File: config.mk
export PLATFORM = sky130hd
export DESIGN_NAME = aes_mmio_issuer
export DESIGN_NICKNAME = d
export VERILOG_FILES = /design/src/rtl/aes_mmio_pkg.sv /design/src/rtl/aes_mmio_issuer.sv
export SDC_FILE = /design/constraint.sdc
export NUM_CORES = 1
export LEC_CHECK = 0
export CAP_MARGIN = 20
export CORE_MARGIN = 3
export CORE_UTILIZATION = 50
export CTS_BUF_LIST = sky130_fd_sc_hd__clkbuf_8
export DETAILED_ROUTE_END_ITERATION = 16
export PLACE_DENSITY = 0.83
export RECOVER_POWER = 25
export SLEW_MARGIN = 20
export SYNTH_ARGS = -nofsm -noshare
export SYNTH_HDL_FRONTEND = slang
export SYNTH_SLANG_ARGS = --single-unit
File: constraint.sdc
create_clock -name clk -period 2.2 [get_ports clk]
set_input_delay 0.44 -clock clk [delete_from_list [all_inputs] [get_ports clk]]
set_output_delay 0.44 -clock clk [all_outputs]
set_load 0.005 [all_outputs]
File: src/rtl/aes_mmio_pkg.sv
// Shared definitions for the AES accelerator MMIO command path:
// command encodings, register map and the issuer FSM state type.
package aes_mmio_pkg;

    localparam logic [1:0] CMD_READ  = 2'd1;
    localparam logic [1:0] CMD_WRITE = 2'd2;

    localparam logic [15:0] REG_START  = 16'hff00;
    localparam logic [15:0] REG_STATUS = 16'hff01;
    localparam logic [15:0] REG_ADDR   = 16'hff02;
    localparam logic [15:0] REG_LEN    = 16'hff04;
    localparam logic [15:0] REG_KEY    = 16'hff10;
    localparam logic [15:0] REG_CTR    = 16'hff20;

    typedef enum logic [2:0] {
        ST_IDLE     = 3'd0,
        ST_ACCESS   = 3'd1,
        ST_CAPTURE  = 3'd2,
        ST_POLL_REQ = 3'd3,
        ST_POLL_CHK = 3'd4,
        ST_RESP     = 3'd5
    } state_e;

    function automatic logic cmd_legal(input logic [1:0] cmd);
        return (cmd == CMD_READ) || (cmd == CMD_WRITE);
    endfunction

endpackage

File: src/rtl/aes_mmio_issuer.sv
// Host-to-accelerator MMIO sequencer: one transaction at a time, optional
// status polling after writes, single response per accepted request.
module aes_mmio_issuer
    import aes_mmio_pkg::*;
#(
    parameter logic [15:0] STATUS_ADDR = REG_STATUS,
    parameter logic [15:0] POLL_MAX    = 16'd1024
) (
    input  logic        clk,
    input  logic        rst,
    input  logic        req_valid,
    output logic        req_ready,
    input  logic [1:0]  req_cmd,
    input  logic [15:0] req_addr,
    input  logic [7:0]  req_data,
    input  logic        req_poll,
    output logic        rsp_valid,
    input  logic        rsp_ready,
    output logic [7:0]  rsp_data,
    output logic        rsp_err,
    output logic        stb,
    output logic        wr,
    output logic [15:0] addr,
    output logic [7:0]  data_in,
    input  logic [7:0]  data_out,
    output logic        issue,
    output logic        busy
);

    state_e      r_state;
    logic [1:0]  r_cmd;
    logic        r_poll;
    logic [15:0] r_addr;
    logic [7:0]  r_data_in;
    logic [15:0] r_poll_cnt;
    logic [7:0]  r_rsp_data;
    logic        r_rsp_err;

    logic        w_access;
    logic        w_poll_req;

    assign w_access   = (r_state == ST_ACCESS);
    assign w_poll_req = (r_state == ST_POLL_REQ);

    // Strobes decode straight from state so an async reset kills them at once.
    assign stb       = w_access || w_poll_req;
    assign issue     = w_access;
    assign wr        = w_access && (r_cmd == CMD_WRITE);
    assign addr      = r_addr;
    assign data_in   = r_data_in;
    assign rsp_valid = (r_state == ST_RESP);
    assign rsp_data  = r_rsp_data;
    assign rsp_err   = r_rsp_err;
    assign busy      = (r_state != ST_IDLE);
    // NOTE: the reset state is IDLE, so ready must also be masked by rst
    // itself to read 0 for the whole time reset is held.
    assign req_ready = (r_state == ST_IDLE) && !rst;

    // NOTE: every state register uses <= so all updates land together at the edge.
    always_ff @(posedge clk or posedge rst) begin
        if (rst) begin
            r_state    <= ST_IDLE;
            r_cmd      <= '0;
            r_poll     <= 1'b0;
            r_addr     <= '0;
            r_data_in  <= '0;
            r_poll_cnt <= '0;
            r_rsp_data <= '0;
            r_rsp_err  <= 1'b0;
        end else begin
            case (r_state)
                ST_IDLE: begin
                    if (req_valid) begin
                        r_cmd  <= req_cmd;
                        r_poll <= req_poll;
                        if (cmd_legal(req_cmd)) begin
                            // Bus address/data only move when a strobe follows.
                            r_addr    <= req_addr;
                            r_data_in <= req_data;
                            r_state   <= ST_ACCESS;
                        end else begin
                            r_rsp_data <= 8'h00;
                            r_rsp_err  <= 1'b1;
                            r_state    <= ST_RESP;
                        end
                    end
                end

                ST_ACCESS: begin
                    if (r_cmd == CMD_READ) begin
                        r_state <= ST_CAPTURE;
                    end else if (r_poll) begin
                        r_poll_cnt <= '0;
                        r_addr     <= STATUS_ADDR;
                        r_state    <= ST_POLL_REQ;
                    end else begin
                        r_rsp_data <= 8'h00;
                        r_rsp_err  <= 1'b0;
                        r_state    <= ST_RESP;
                    end
                end

                ST_CAPTURE: begin
                    r_rsp_data <= data_out;
                    r_rsp_err  <= 1'b0;
                    r_state    <= ST_RESP;
                end

                ST_POLL_REQ: begin
                    r_poll_cnt <= (r_poll_cnt == 16'hffff) ? r_poll_cnt : r_poll_cnt + 16'd1;
                    r_state    <= ST_POLL_CHK;
                end

                ST_POLL_CHK: begin
                    r_rsp_data <= data_out;
                    if (data_out[1:0] == 2'b00) begin
                        r_rsp_err <= 1'b0;
                        r_state   <= ST_RESP;
                    end else if (r_poll_cnt == POLL_MAX) begin
                        r_rsp_err <= 1'b1;
                        r_state   <= ST_RESP;
                    end else begin
                        r_state <= ST_POLL_REQ;
                    end
                end

                ST_RESP: begin
                    if (rsp_ready) begin
                        r_state <= ST_IDLE;
                    end
                end

                default: r_state <= ST_IDLE;
            endcase
        end
    end

endmodule

==> parameters.txt, run 1 <==
Parameter                              Value

Timing
  Number of failing setup endpoints in the final timing report ... 0
  Final slew viol count ... 0
  RSZ-0062 raised after global routing ... no
  Fin Clk Skew ... 0.0112 ns
  Final critical-path required period ... 2.09 ns
  Hold Fails Final Rpt ... 0
  Final critical-path share of the clock period ... 95.2%
  Slew headroom ... between 50% and 60%
  Achievable frequency ... ~0.48 GHz
  Worst-Margin Slew ... between 0.7 and 0.8 ns
  Setup TNS after final layout ... 0 ns

Worst setup path
  CP startpoint kind ... flip-flop
  Category of the worst setup path capture point ... output port
  Critical path required time ... between 1.5 and 2 ns
  Worst R2R Setup Slack ... between 0.2 and 0.3 ns
  Largest fanout of any net on the critical path ... 14
  Worst setup path class ... reg2out
  Worst path arrival time ... between 1.5 and 2 ns

Global routing
  First-pass GRT wire length ... around 11,000 um
  Initial antenna violation count ... 0
  Pin count of the biggest net entering global routing ... 33
  Total grt overflow ... 0
  Via count of the first global-routing pass ... 2,366
  Total global-route track usage ... ~22%

Synth
  Cells after Synth ... approximately 270
  Top cells by area, synth ... sky130_fd_sc_hd__dfrtp_1 49%, sky130_fd_sc_hd__a21oi_1 4.3%, sky130_fd_sc_hd__mux2_4 4.3%
  Flops & latches, synth ... 55
  Part of the Yosys area used for sequential elements ... roughly 49%
  Library cell with the largest summed area after synthesis ... sky130_fd_sc_hd__dfrtp_1
  Post-synth EDFFs ... 0
  Syn avg cell area ... slightly above 10 sq um
  Post-Synthesis Net Count ... roughly 310
  Netlist Area Pre-Place ... between 2000 and 3000 sq um
  Post-synth top flop ... sky130_fd_sc_hd__dfrtp_1
  Library cells used by synthesis ... 60
  Yosys warning total ... 0
  Asr flop ratio synth ... 100%
  Area share of the largest cell type after synthesis ... around half

Placed design
  Placed cell areas ... roughly 3700 sq um
  # port buffers ... 77
  Placer's final routability congestion estimate ... between 0.8 and 0.9
  Detailed placement HPWL ... 4890 um

Pwr
  Ratio of total power to cell area ... 1170 nW/um^2
  Register share of total power ... a little over a third
  Cell internal pwr ... roughly 2.8 mW
  Clock power share ... a little over an eighth
  Leakage ... approximately 1.7 nW
  Combinational share of power ... between 50 and 60%
  Sw Ratio ... 36.2%
  Power spent charging and discharging nets ... between 1.5 and 2 mW
  Maximum vdd ir drop ... 0.666 mV

Min path
  Type of the tightest min-delay check ... reg2reg

Finish
  N_diodes ... 0
  Commonest cells after routing, fill and taps aside ... 72 x sky130_fd_sc_hd__clkdlybuf4s50_1, 55 x sky130_fd_sc_hd__dfrtp_1, 29 x sky130_fd_sc_hd__nor2_1
  Most common cell after layout, fill and taps aside ... sky130_fd_sc_hd__clkdlybuf4s50_1
  Share of final-layout standard cells stronger than drive strength 1 ... 14.0%
  Area delta synth->final ... 35.5%
  Final Util ... between 70% and 80%
  Total number of nets in the final design ... about 400
  Total non-filler cell area in the finished layout ... 3790 sq um

Floorplan
  Initial cell density of the core ... a little over half
  Core footprint ... about 5300 sq um
  Full die area ... roughly 6500 sq um
  Placement row count ... 26
  I/O pin count ... roughly 80
  Die span in x ... 80.8 um
  Die Height ... a little over 80 um

Route
  Remaining antenna violation count after routing ... 0
  DRC violations left ... 0
  First-pass iteration count of the detailed router ... 4
  Total number of vias ... 2,359
  WL final ... just under 7000 um
  Starting DRC count in detailed routing ... roughly 210
  Vias per Instance ... 5.54
  Average wire per cell in the routed design ... 15.9 um

Clock tree
  Clock root buffer master ... sky130_fd_sc_hd__clkbuf_8
  CTS tree ... done
  H-tree Lvls ... 2
  TritonCTS buffer count ... 5
  Clock slew at the register clock pins of the worst setup and hold paths ... approximately 0.09 ns
  Maximum count of clock buffers along a single path ... 2
  Clock latency reported for the late side of the worst-skew pair ... roughly 0.32 ns
  Clock tree sinks ... 55

Job
  Max-cap check violation count ... 0

Outcome
  Status ... complete, no violations
==> state kept, by name, summed over array words and instances (netlist names) <==
name,flops
addr,16
data_in,8
r_cmd,2
r_poll,1
r_poll_cnt,16
r_state,3
rsp_data,8
rsp_err,1
==> synthesized netlist by cell type (all sizes together) (2+ instances only) <==
cell    number
a211o        3
a211oi       2
a21oi       25
a22o         9
a31oi        6
and2         2
and3         5
buf         10
clkbuf       2
dfrtp       55
ha           2
inv         15
mux2        11
mux2i        2
nand2       17
nand2b       4
nand3       11
nand4        4
nor2        31
nor2b        2
nor3        12
nor3b        2
nor4         3
o21ai       13
or3          2
xnor2        2
==> stage by stage <==
step / setup slack (ns) / instances / hold slack, ns / power, mW
2_1_floorplan: 0.417 / 271 / 0.490 / 2.82
3_3_place_gp: 0.226 / 417 / 0.485 / 3.78
3_5_place_dp: 0.187 / 417 / 0.481 / 3.85
4_1_cts: 0.0117 / 426 / 0.467 / 4.46
5_1_grt: 0.0252 / 426 / 0.524 / 4.77
6_report: 0.106 / 426 / 0.505 / 4.45
==> path summary, 6_finish.rpt <==
path / startpoint / end / cells past startpoint
worst min-delay path: rsp_data[7] / rsp_data[7] / 1
max in group asynchronous: rst / r_state[2] / 3
worst max register to register: r_state[1] / r_poll_cnt[1] / 6
worst min register to register: rsp_data[7] / rsp_data[7] / 1
min in group asynchronous: rst / r_cmd[1] / 2
worst max-delay path: r_state[2] / stb / 3
==> critical path, stage by stage (launching register included) <==
cell                              delay [ns]
sky130_fd_sc_hd__dfrtp_1                0.39
sky130_fd_sc_hd__buf_4                  0.19
sky130_fd_sc_hd__and2b_1                0.24
sky130_fd_sc_hd__clkdlybuf4s50_1        0.51
==> what timing repair did <==
item,in CTS,in global routing
pin swaps,2,1
setup buffers,2,0
hold buffers,0,0
endpoints found under the setup margin,5,2
gates resized for setup,6,2
==> power by group through the flow <==
| stage | Clock [mW] | Combinational (mW) | Sequential (mW) |
|---|---|---|---|
| 4_1_cts | 0.604 | 2.27 | 1.59 |
| 6_report | 0.591 | 2.26 | 1.59 |
| 3_5_place_dp | 0 | 2.24 | 1.61 |
| 2_1_floorplan | 0 | 1.22 | 1.60 |
| 5_1_grt | 0.652 | 2.47 | 1.64 |
| 3_3_place_gp | 0 | 2.19 | 1.59 |
==> logic make-up (layout without fill, tap and decap cells) <==
logic type	after synthesis	after routing	synth area share, %
buffers and inverters	27	112	4.61
adders and majority gates	2	2	0.895
and+or+nand+nor	100	100	20.7
muxes	13	13	6.22
xor gates and xnor gates	3	3	0.940
DFF	55	55	49.2
AOI/OAI and AO/OA	71	71	17.4
==> per-layer routing <==
layer / vias to the layer above / track usage (%) / share of wire [%]
met5: - / 0 / 0
met4: 0 / 7.43 / 1.7
met3: 8 / 4.43 / 3.3
met2: 47 / 37.3 / 53
met1: 1159 / 28.8 / 42
li1: 1145 / - / -
==> layout make-up <==
cell class,instances,area [sq um]
Inverter,15,56.3
Sequential cell,55,1380
Tap cell,70,87.6
Clock buffer,6,82.6
Multi-Input combinational cell,189,1300
Timing Repair Buffer,89,873
Fill cell,397,1480
Clock inverter,2,12.5
No activity file was read; power rests on OpenSTA's default activity.
==> run 2: changes to the inputs <==
- ABC_AREA: not set -> 1
- PLACE_DENSITY: 0.83 -> 0.82
==> run 2 against run 1 <==
Net effect:
- die area increased by 2.7%
- cell count up 25%
- register-to-register slack better by 0.08 ns
- fmax shrank 0.89%
- worst hold slack got worse by 0.024 ns
- critical endpoint is now rsp_valid
- largest cell class unchanged
- largest power group unchanged
==> parameters.txt, run 2 <==
Parameter                              Value

Outcome
  Status ... complete, no violations

Job
  Max-cap check violation count ... 0 (unchanged)

Route
  WL final ... 7100 um (+4.5%)
  Vias per Instance ... 5.12 (-7.5%)
  First-pass iteration count of the detailed router ... 4 (unchanged)
  Total number of vias ... 2,726 (+16%)
  DRC violations left ... 0 (unchanged)
  Remaining antenna violation count after routing ... 0 (unchanged)
  Average wire per cell in the routed design ... 13.3 um (-16%)
  Starting DRC count in detailed routing ... 142 (-33%)

Synth
  Area share of the largest cell type after synthesis ... 47.8% (-1.4 points)
  Most common cell in the netlist ... sky130_fd_sc_hd__nand2_1
  Netlist Area Pre-Place ... 2880 sq um (+3.0%)
  Post-synth EDFFs ... 0 (unchanged)
  Post-synth top flop ... sky130_fd_sc_hd__dfrtp_1
  Post-synthesis compound-gate area fraction ... 10.8% (-6.5 points)
  Library cells used by synthesis ... 27 (-55%)
  Syn avg cell area ... 7.61 sq um (-26%)
  Adder-cell area share of the yosys netlist ... 0.870% (-0.026 points)
  Yosys warning total ... 0 (unchanged)
  Synth cell count leaders ... 122 x sky130_fd_sc_hd__nand2_1, 55 x sky130_fd_sc_hd__dfrtp_1, 40 x sky130_fd_sc_hd__nor2_1, 31 x sky130_fd_sc_hd__inv_1, 29 x sky130_fd_sc_hd__o21ai_0
  Cells after Synth ... 378 (+39%)
  Largest family of logic cells by synthesized area ... simple AND/OR/NAND/NOR gates
  Xor and xnor fraction of the mapped netlist area ... 2.09% (+1.1 points)
  Top cells by area, synth ... sky130_fd_sc_hd__dfrtp_1 48%, sky130_fd_sc_hd__nand2_1 16%, sky130_fd_sc_hd__nor2_1 5.2%
  Flops & latches, synth ... 55 (unchanged)
  Asr flop ratio synth ... 100% (unchanged)
  Simple-gate share of the synthesized area ... 31.5% (+11 points)
  Part of the Yosys area used for sequential elements ... 47.8% (-1.4 points)
  Multiplexer share of the synthesized area ... 0% (-6.2 points)
  Post-Synthesis Net Count ... 419 (+34%)
  Library cell with the largest summed area after synthesis ... sky130_fd_sc_hd__dfrtp_1

Timing
  Number of failing setup endpoints in the final timing report ... 0 (unchanged)
  Final slew viol count ... 0 (unchanged)
  Fin Clk Skew ... 0.00968 ns (-0.00152 ns)
  Final critical-path required period ... 2.11 ns (+0.0188 ns)
  Worst-Margin Slew ... 1.32 ns (+0.596 ns)
  Achievable frequency ... 0.473 GHz (-0.89%)
  Slew headroom ... 12.2% (-40 points)
  Hold Fails Final Rpt ... 0 (unchanged)
  Final critical-path share of the clock period ... 96.1% (+0.85 points)
  RSZ-0062 raised after global routing ... no

Finish
  Area delta synth->final ... 33.7%
  Total number of nets in the final design ... 502 (+27%)
  Share of final-layout standard cells stronger than drive strength 1 ... 10.4% (-3.7 points)
  Final Util ... 72.1% (+0.20 points)
  Reg area ... 1380 sq um (unchanged)
  Most common cell after layout, fill and taps aside ... sky130_fd_sc_hd__nand2_1
  Multi-input combinational cell area ... 1320 sq um (+1.4%)
  Filler Cell Count ... 440 (+11%)
  Total non-filler cell area in the finished layout ... 3850 sq um (+1.5%)
  N_diodes ... 0 (unchanged)
  Layout Cells excl Fill ... 532 (+25%)
  Commonest cells after routing, fill and taps aside ... 122 x sky130_fd_sc_hd__nand2_1, 73 x sky130_fd_sc_hd__clkdlybuf4s50_1, 55 x sky130_fd_sc_hd__dfrtp_1

Pwr
  Register share of total power ... 35.2% (-0.6 points)
  Clock power share ... 12.5% (-0.8 points)
  Power spent charging and discharging nets ... 1.77 mW (+9.8%)
  Ratio of total power to cell area ... 1150 nW/um^2 (-1.8%)
  Sw Ratio ... 39.8% (+3.7 points)
  Cell internal pwr ... 2.67 mW (-6.0%)
  Maximum vdd ir drop ... 0.748 mV (+12%)
  Leakage ... 1.82 nW (+8.7%)
  Combinational share of power ... 52.3% (+1.4 points)
  Sum of internal, switching and leakage power ... 4.43 mW (-0.29%)

Global routing
  Total global-route track usage ... 22.3% (+0.081 points)
  Initial antenna violation count ... 0 (unchanged)
  Via count of the first global-routing pass ... 2,616 (+11%)
  First-pass GRT wire length ... 11,600 um (+3.7%)
  Total grt overflow ... 0 (unchanged)
  Pin count of the biggest net entering global routing ... 56 (+70%)

Min path
  Hold Crit Depth ... 2 (+1)
  Hold Path End ... rsp_err
  Type of the tightest min-delay check ... reg2reg
  Worst Min Path Start ... rsp_err

Worst setup path
  Critical path required time ... 1.76 ns (about the same)
  Worst path arrival time ... 1.67 ns (+0.02 ns)
  Category of the worst setup path capture point ... output port
  Largest fanout of any net on the critical path ... 3 (-11)
  CP startpoint kind ... flip-flop
  Worst R2R Setup Slack ... 0.37 ns (+0.08 ns)
  Start of the worst register-to-register path ... r_poll_cnt[1]
  Worst-case reg-to-reg path depth ... 9 (+3)
  Worst setup path class ... reg2out
  Crit Reg-Reg Endpoint ... r_poll_cnt[5]

Clock tree
  Clock tree sinks ... 55 (unchanged)
  Clock root buffer master ... sky130_fd_sc_hd__clkbuf_8
  CTS tree ... done
  Count of hold-fix buffers inserted at cts ... 0 (unchanged)
  Clock slew at the register clock pins of the worst setup and hold paths ... 0.10 ns (about the same)
  Clock latency reported for the late side of the worst-skew pair ... 0.30 ns (-0.02 ns)
  TritonCTS buffer count ... 5 (unchanged)
  H-tree Lvls ... 2 (unchanged)
  Maximum count of clock buffers along a single path ... 2 (unchanged)

Placed design
  Placed cell areas ... 3730 sq um (+1.1%)
  Detailed placement HPWL ... 5310 um (+8.7%)
  Placer's final routability congestion estimate ... 0.856 (+4.0%)
  # port buffers ... 77 (unchanged)
  Count of placed standard cells including taps ... 520 (+25%)

Floorplan
  Die span in x ... 81.9 um (+1.4%)
  Initial cell density of the core ... 53.9% (+0.90 points)
  Core footprint ... 5340 sq um (+1.2%)
  Full die area ... 6700 sq um (+2.7%)
  I/O pin count ... 78 (unchanged)
  Die Height ... 81.9 um (+1.4%)
  Placement row count ... 26 (unchanged)
-- run 2: cell count changes in the layout (fill, tap and decap cells not counted), moves of 5 or more --
cell / delta
sky130_fd_sc_hd__inv_2: +5
sky130_fd_sc_hd__a31oi_1: -6
sky130_fd_sc_hd__nor2_1: +11
sky130_fd_sc_hd__nand2_2: +10
sky130_fd_sc_hd__nand3_1: +16
sky130_fd_sc_hd__a21oi_1: -21
sky130_fd_sc_hd__o21ai_1: +18
sky130_fd_sc_hd__nand2_1: +107
sky130_fd_sc_hd__o21ai_0: +17
sky130_fd_sc_hd__and3_1: -5
sky130_fd_sc_hd__nor3_1: -7
sky130_fd_sc_hd__inv_1: +14
sky130_fd_sc_hd__mux2_4: -8
sky130_fd_sc_hd__a22o_1: -9
-- run 2: critical path, stage by stage, from the launching register on --
cell and delay, ns:
sky130_fd_sc_hd__dfrtp_1 0.42, sky130_fd_sc_hd__buf_4 0.15, sky130_fd_sc_hd__nor3_2 0.23, sky130_fd_sc_hd__clkdlybuf4s50_1 0.56
-- run 2: logic make-up after synthesis --
kind of cell | Yosys count
compound gates | 58
xor+xnor | 6
fa+ha+maj | 2
buf+inv | 45
flops | 55
simple gates | 212
-- run 2: final cells by class --
cell class | count | share of cell area (%)
clock buffers | 5 | 1.79
clock inverters | 3 | 0.488
inverters | 36 | 3.51
multi-input cells | 278 | 34.3
flip-flops and latches | 55 | 35.8
well taps | 70 | 2.28
repair buffers | 85 | 21.9
-- run 2: power by group through the flow --
stage,Clock (mW),Sequential (mW),Combinational [mW]
after floorplan,0,1.57,1.26
after global routing,0.615,1.60,2.60
after global placement,0,1.57,2.19
after detailed placement,0,1.57,2.27
after CTS,0.569,1.56,2.28
final,0.553,1.56,2.32
-- run 2: how the worst max path moves through the flow --
| stage | end | slack (ns) | cells past startpoint | from |
|---|---|---|---|---|
| floorplan | addr[0] | 0.42 | 1 | rst |
| global placement | addr[15] | 0.20 | 7 | req_cmd[0] |
| detailed placement | addr[12] | 0.11 | 7 | req_cmd[0] |
| CTS | req_ready | -0.001 | 6 | r_state[2] |
| global route | rsp_valid | 0.0009 | 3 | r_state[0] |
| finish | rsp_valid | 0.09 | 3 | r_state[1] |
-- run 2: routing by layer --
layer | vias to the layer above | track usage, % | wire length [um]
met5 | - | 0 | 0
met4 | 0 | 5.65 | 76
met3 | 6 | 4.71 | 493
met2 | 89 | 37.1 | 3360
met1 | 1267 | 29.6 | 3170
li1 | 1364 | - | -
-- run 2: through the flow --
stage / setup slack [ns] / TNS, ns / hold slack (ns)
6_report: 0.0869 / 0 / 0.482
5_1_grt: 0.000878 / 0 / 0.519
4_1_cts: -0.00149 / -0.00149 / 0.487
3_5_place_dp: 0.110 / 0 / 0.461
3_3_place_gp: 0.202 / 0 / 0.459
2_1_floorplan: 0.417 / 0 / 0.464
-- run 2: repair_timing --
item / 4_1_cts / 5_1_grt
hold endpoints to repair: 0 / 0
buffers inserted: 0 / 4
endpoints found under the setup margin: 2 / 1
resized for setup: 5 / 1
pin swaps: 0 / 1
==> run 3: changes to the inputs <==
- GPL_TIMING_DRIVEN: not set -> 0
==> run 3 against run 2 <==
Net effect:
- first-iteration DRC count increased by 19%
- critical endpoint unchanged
- non-clock buffer count increased by 8
- routed wire length increased by 2.2%
- sequential power about the same
- via count increased by 1.8%
- clock-buffer cell count unchanged
- sequential share of layout area decreased by 0.74 points
- critical path type unchanged
- global-route usage increased by 0.62 points
- cell count increased by 1.3%
- worst setup slack got worse by 0.0076 ns
- utilization increased by 1.6 points
==> parameters.txt, run 3 (synthesized netlist as in run 2, its figures left out) <==
Parameter                              Value

Clock tree
  Clock slew at the register clock pins of the worst setup and hold paths ... 0.10 ns (about the same)
  Clock root buffer master ... sky130_fd_sc_hd__clkbuf_8
  H-tree Lvls ... 2 (unchanged)
  Clock latency reported for the late side of the worst-skew pair ... 0.32 ns (+0.02 ns)
  TritonCTS buffer count ... 5 (unchanged)
  Maximum count of clock buffers along a single path ... 2 (unchanged)
  CTS tree ... done
  Clock tree sinks ... 55 (unchanged)

Worst setup path
  Critical path required time ... 1.76 ns (about the same)
  CP startpoint kind ... flip-flop
  Worst R2R Setup Slack ... 0.46 ns (+0.09 ns)
  Category of the worst setup path capture point ... output port
  Largest fanout of any net on the critical path ... 3 (unchanged)
  Worst path arrival time ... 1.68 ns (about the same)
  Worst setup path class ... reg2out

Global routing
  Via count of the first global-routing pass ... 2,768 (+5.8%)
  First-pass GRT wire length ... 12,000 um (+3.3%)
  Initial antenna violation count ... 0 (unchanged)
  Total global-route track usage ... 22.9% (+0.62 points)
  Total grt overflow ... 0 (unchanged)
  Pin count of the biggest net entering global routing ... 56 (unchanged)

Finish
  Multi-input combinational cell area ... 1320 sq um (+0.38%)
  Share of final-layout standard cells stronger than drive strength 1 ... 11.5% (+1.1 points)
  Final Util ... 73.7% (+1.6 points)
  Reg area ... 1380 sq um (about the same)
  Area delta synth->final ... 36.6%
  Filler Cell Count ... 409 (-7.0%)
  Most common cell after layout, fill and taps aside ... sky130_fd_sc_hd__nand2_1
  Commonest cells after routing, fill and taps aside ... 122 x sky130_fd_sc_hd__nand2_1, 72 x sky130_fd_sc_hd__clkdlybuf4s50_1, 54 x sky130_fd_sc_hd__dfrtp_1
  Total number of nets in the final design ... 510 (+1.6%)
  N_diodes ... 0 (unchanged)

Pwr
  Maximum vdd ir drop ... 0.619 mV (-17%)
  Ratio of total power to cell area ... 1190 nW/um^2 (+3.6%)
  Sum of internal, switching and leakage power ... 4.70 mW (+5.9%)
  Leakage ... 1.89 nW (+3.6%)

Timing
  Achievable frequency ... 0.472 GHz (-0.36%)
  Final critical-path share of the clock period ... 96.4% (+0.35 points)
  Final slew viol count ... 0 (unchanged)
  Final critical-path required period ... 2.12 ns (+0.00762 ns)
  Worst-Margin Slew ... 1.14 ns (-0.176 ns)
  Post-route worst hold slack ... 0.483 ns (+0.00108 ns)
  Setup TNS after final layout ... 0 ns (unchanged)
  Hold Fails Final Rpt ... 0 (unchanged)
  Post-layout worst setup margin ... 0.0793 ns (-0.00762 ns)
  Slew headroom ... 23.9% (+12 points)
  Number of failing setup endpoints in the final timing report ... 0 (unchanged)
  Fin Clk Skew ... 0.0131 ns (+0.00342 ns)

Floorplan
  Placement row count ... 26 (unchanged)
  Core footprint ... 5340 sq um (unchanged)
  I/O pin count ... 78 (unchanged)
  Full die area ... 6700 sq um (unchanged)
  Die Height ... 81.9 um (unchanged)
  Initial cell density of the core ... 53.9% (unchanged)
  Die span in x ... 81.9 um (unchanged)

Route
  First-pass iteration count of the detailed router ... 4 (unchanged)
  Remaining antenna violation count after routing ... 0 (unchanged)
  Highest Signal Layer ... met4
  Sum of routed wire segments on met1 ... 3000 um (-5.4%)
  Starting DRC count in detailed routing ... 169 (+19%)
  Met2 Wirelength ... 3550 um (+5.5%)
  Average wire per cell in the routed design ... 13.5 um (+0.91%)
  Vias per Instance ... 5.15 (+0.48%)
  DRC violations left ... 0 (unchanged)
  Met3 Wirelength ... 607 um (+23%)
  WL final ... 7260 um (+2.2%)
  Total number of vias ... 2,775 (+1.8%)

Placed design
  Placer's final routability congestion estimate ... 0.881 (+2.9%)
  Detailed placement HPWL ... 5310 um (about the same)
  Pre-CTS setup slack ... 0.0247 ns (-0.0850 ns)
  # port buffers ... 77 (unchanged)

Job
  Max-cap check violation count ... 0 (unchanged)

Min path
  Type of the tightest min-delay check ... reg2reg

Outcome
  Status ... complete, no violations
[run 3: final cells by class]
cell class,instances,share of cell area [%]
multi-input combinational,278,33.7
buffer,9,1.88
clock inverter,2,0.859
timing repair buffer,84,21.1
sequential,55,35.0
inverter,36,3.44
clock buffer,5,1.75
tap,70,2.23
[run 3: metrics by stage]
step	cells	instance area, sq um
6_report	539	3930
5_1_grt	539	3930
4_1_cts	532	3850
3_5_place_dp	525	3740
3_3_place_gp	525	3740
2_1_floorplan	378	2880
[run 3: worst max-delay path: stages (launching register included)]
cell and delay [ns]:
sky130_fd_sc_hd__dfrtp_1 0.42, sky130_fd_sc_hd__buf_4 0.15, sky130_fd_sc_hd__nor3_2 0.22, sky130_fd_sc_hd__clkdlybuf4s50_1 0.57
[run 3: per-layer routing]
layer | track usage, % | vias up
met5 | 0 | -
met4 | 7.31 | 0
met3 | 5.81 | 10
met2 | 38.8 | 91
met1 | 28.6 | 1297
li1 | - | 1377
[run 3: where the power goes]
group	internal (mW)	switching (mW)	leakage, nW
Clock	0.330	0.329	0.0554
Combinational	1.19	1.30	1.13
Sequential	1.36	0.189	0.704
[run 3: worst paths after layout]
kind / cells after the start / endpoint / startpoint
setup / recovery: 3 / rsp_valid / r_state[1]
hold / removal: 2 / rsp_err / rsp_err
setup reg to reg: 9 / r_poll_cnt[9] / r_poll_cnt[1]
hold reg to reg: 2 / rsp_err / rsp_err
max in group asynchronous: 2 / r_state[0] / rst
min in group asynchronous: 2 / data_in[2] / rst
[run 3: repair_timing]
action | CTS | global route
buffers inserted | 0 | 7
pin swaps | 0 | 2
gates resized for setup | 5 | 9
hold buffers | 0 | 0
setup endpoints to repair | 3 | 5
hold endpoints to repair | 0 | 0
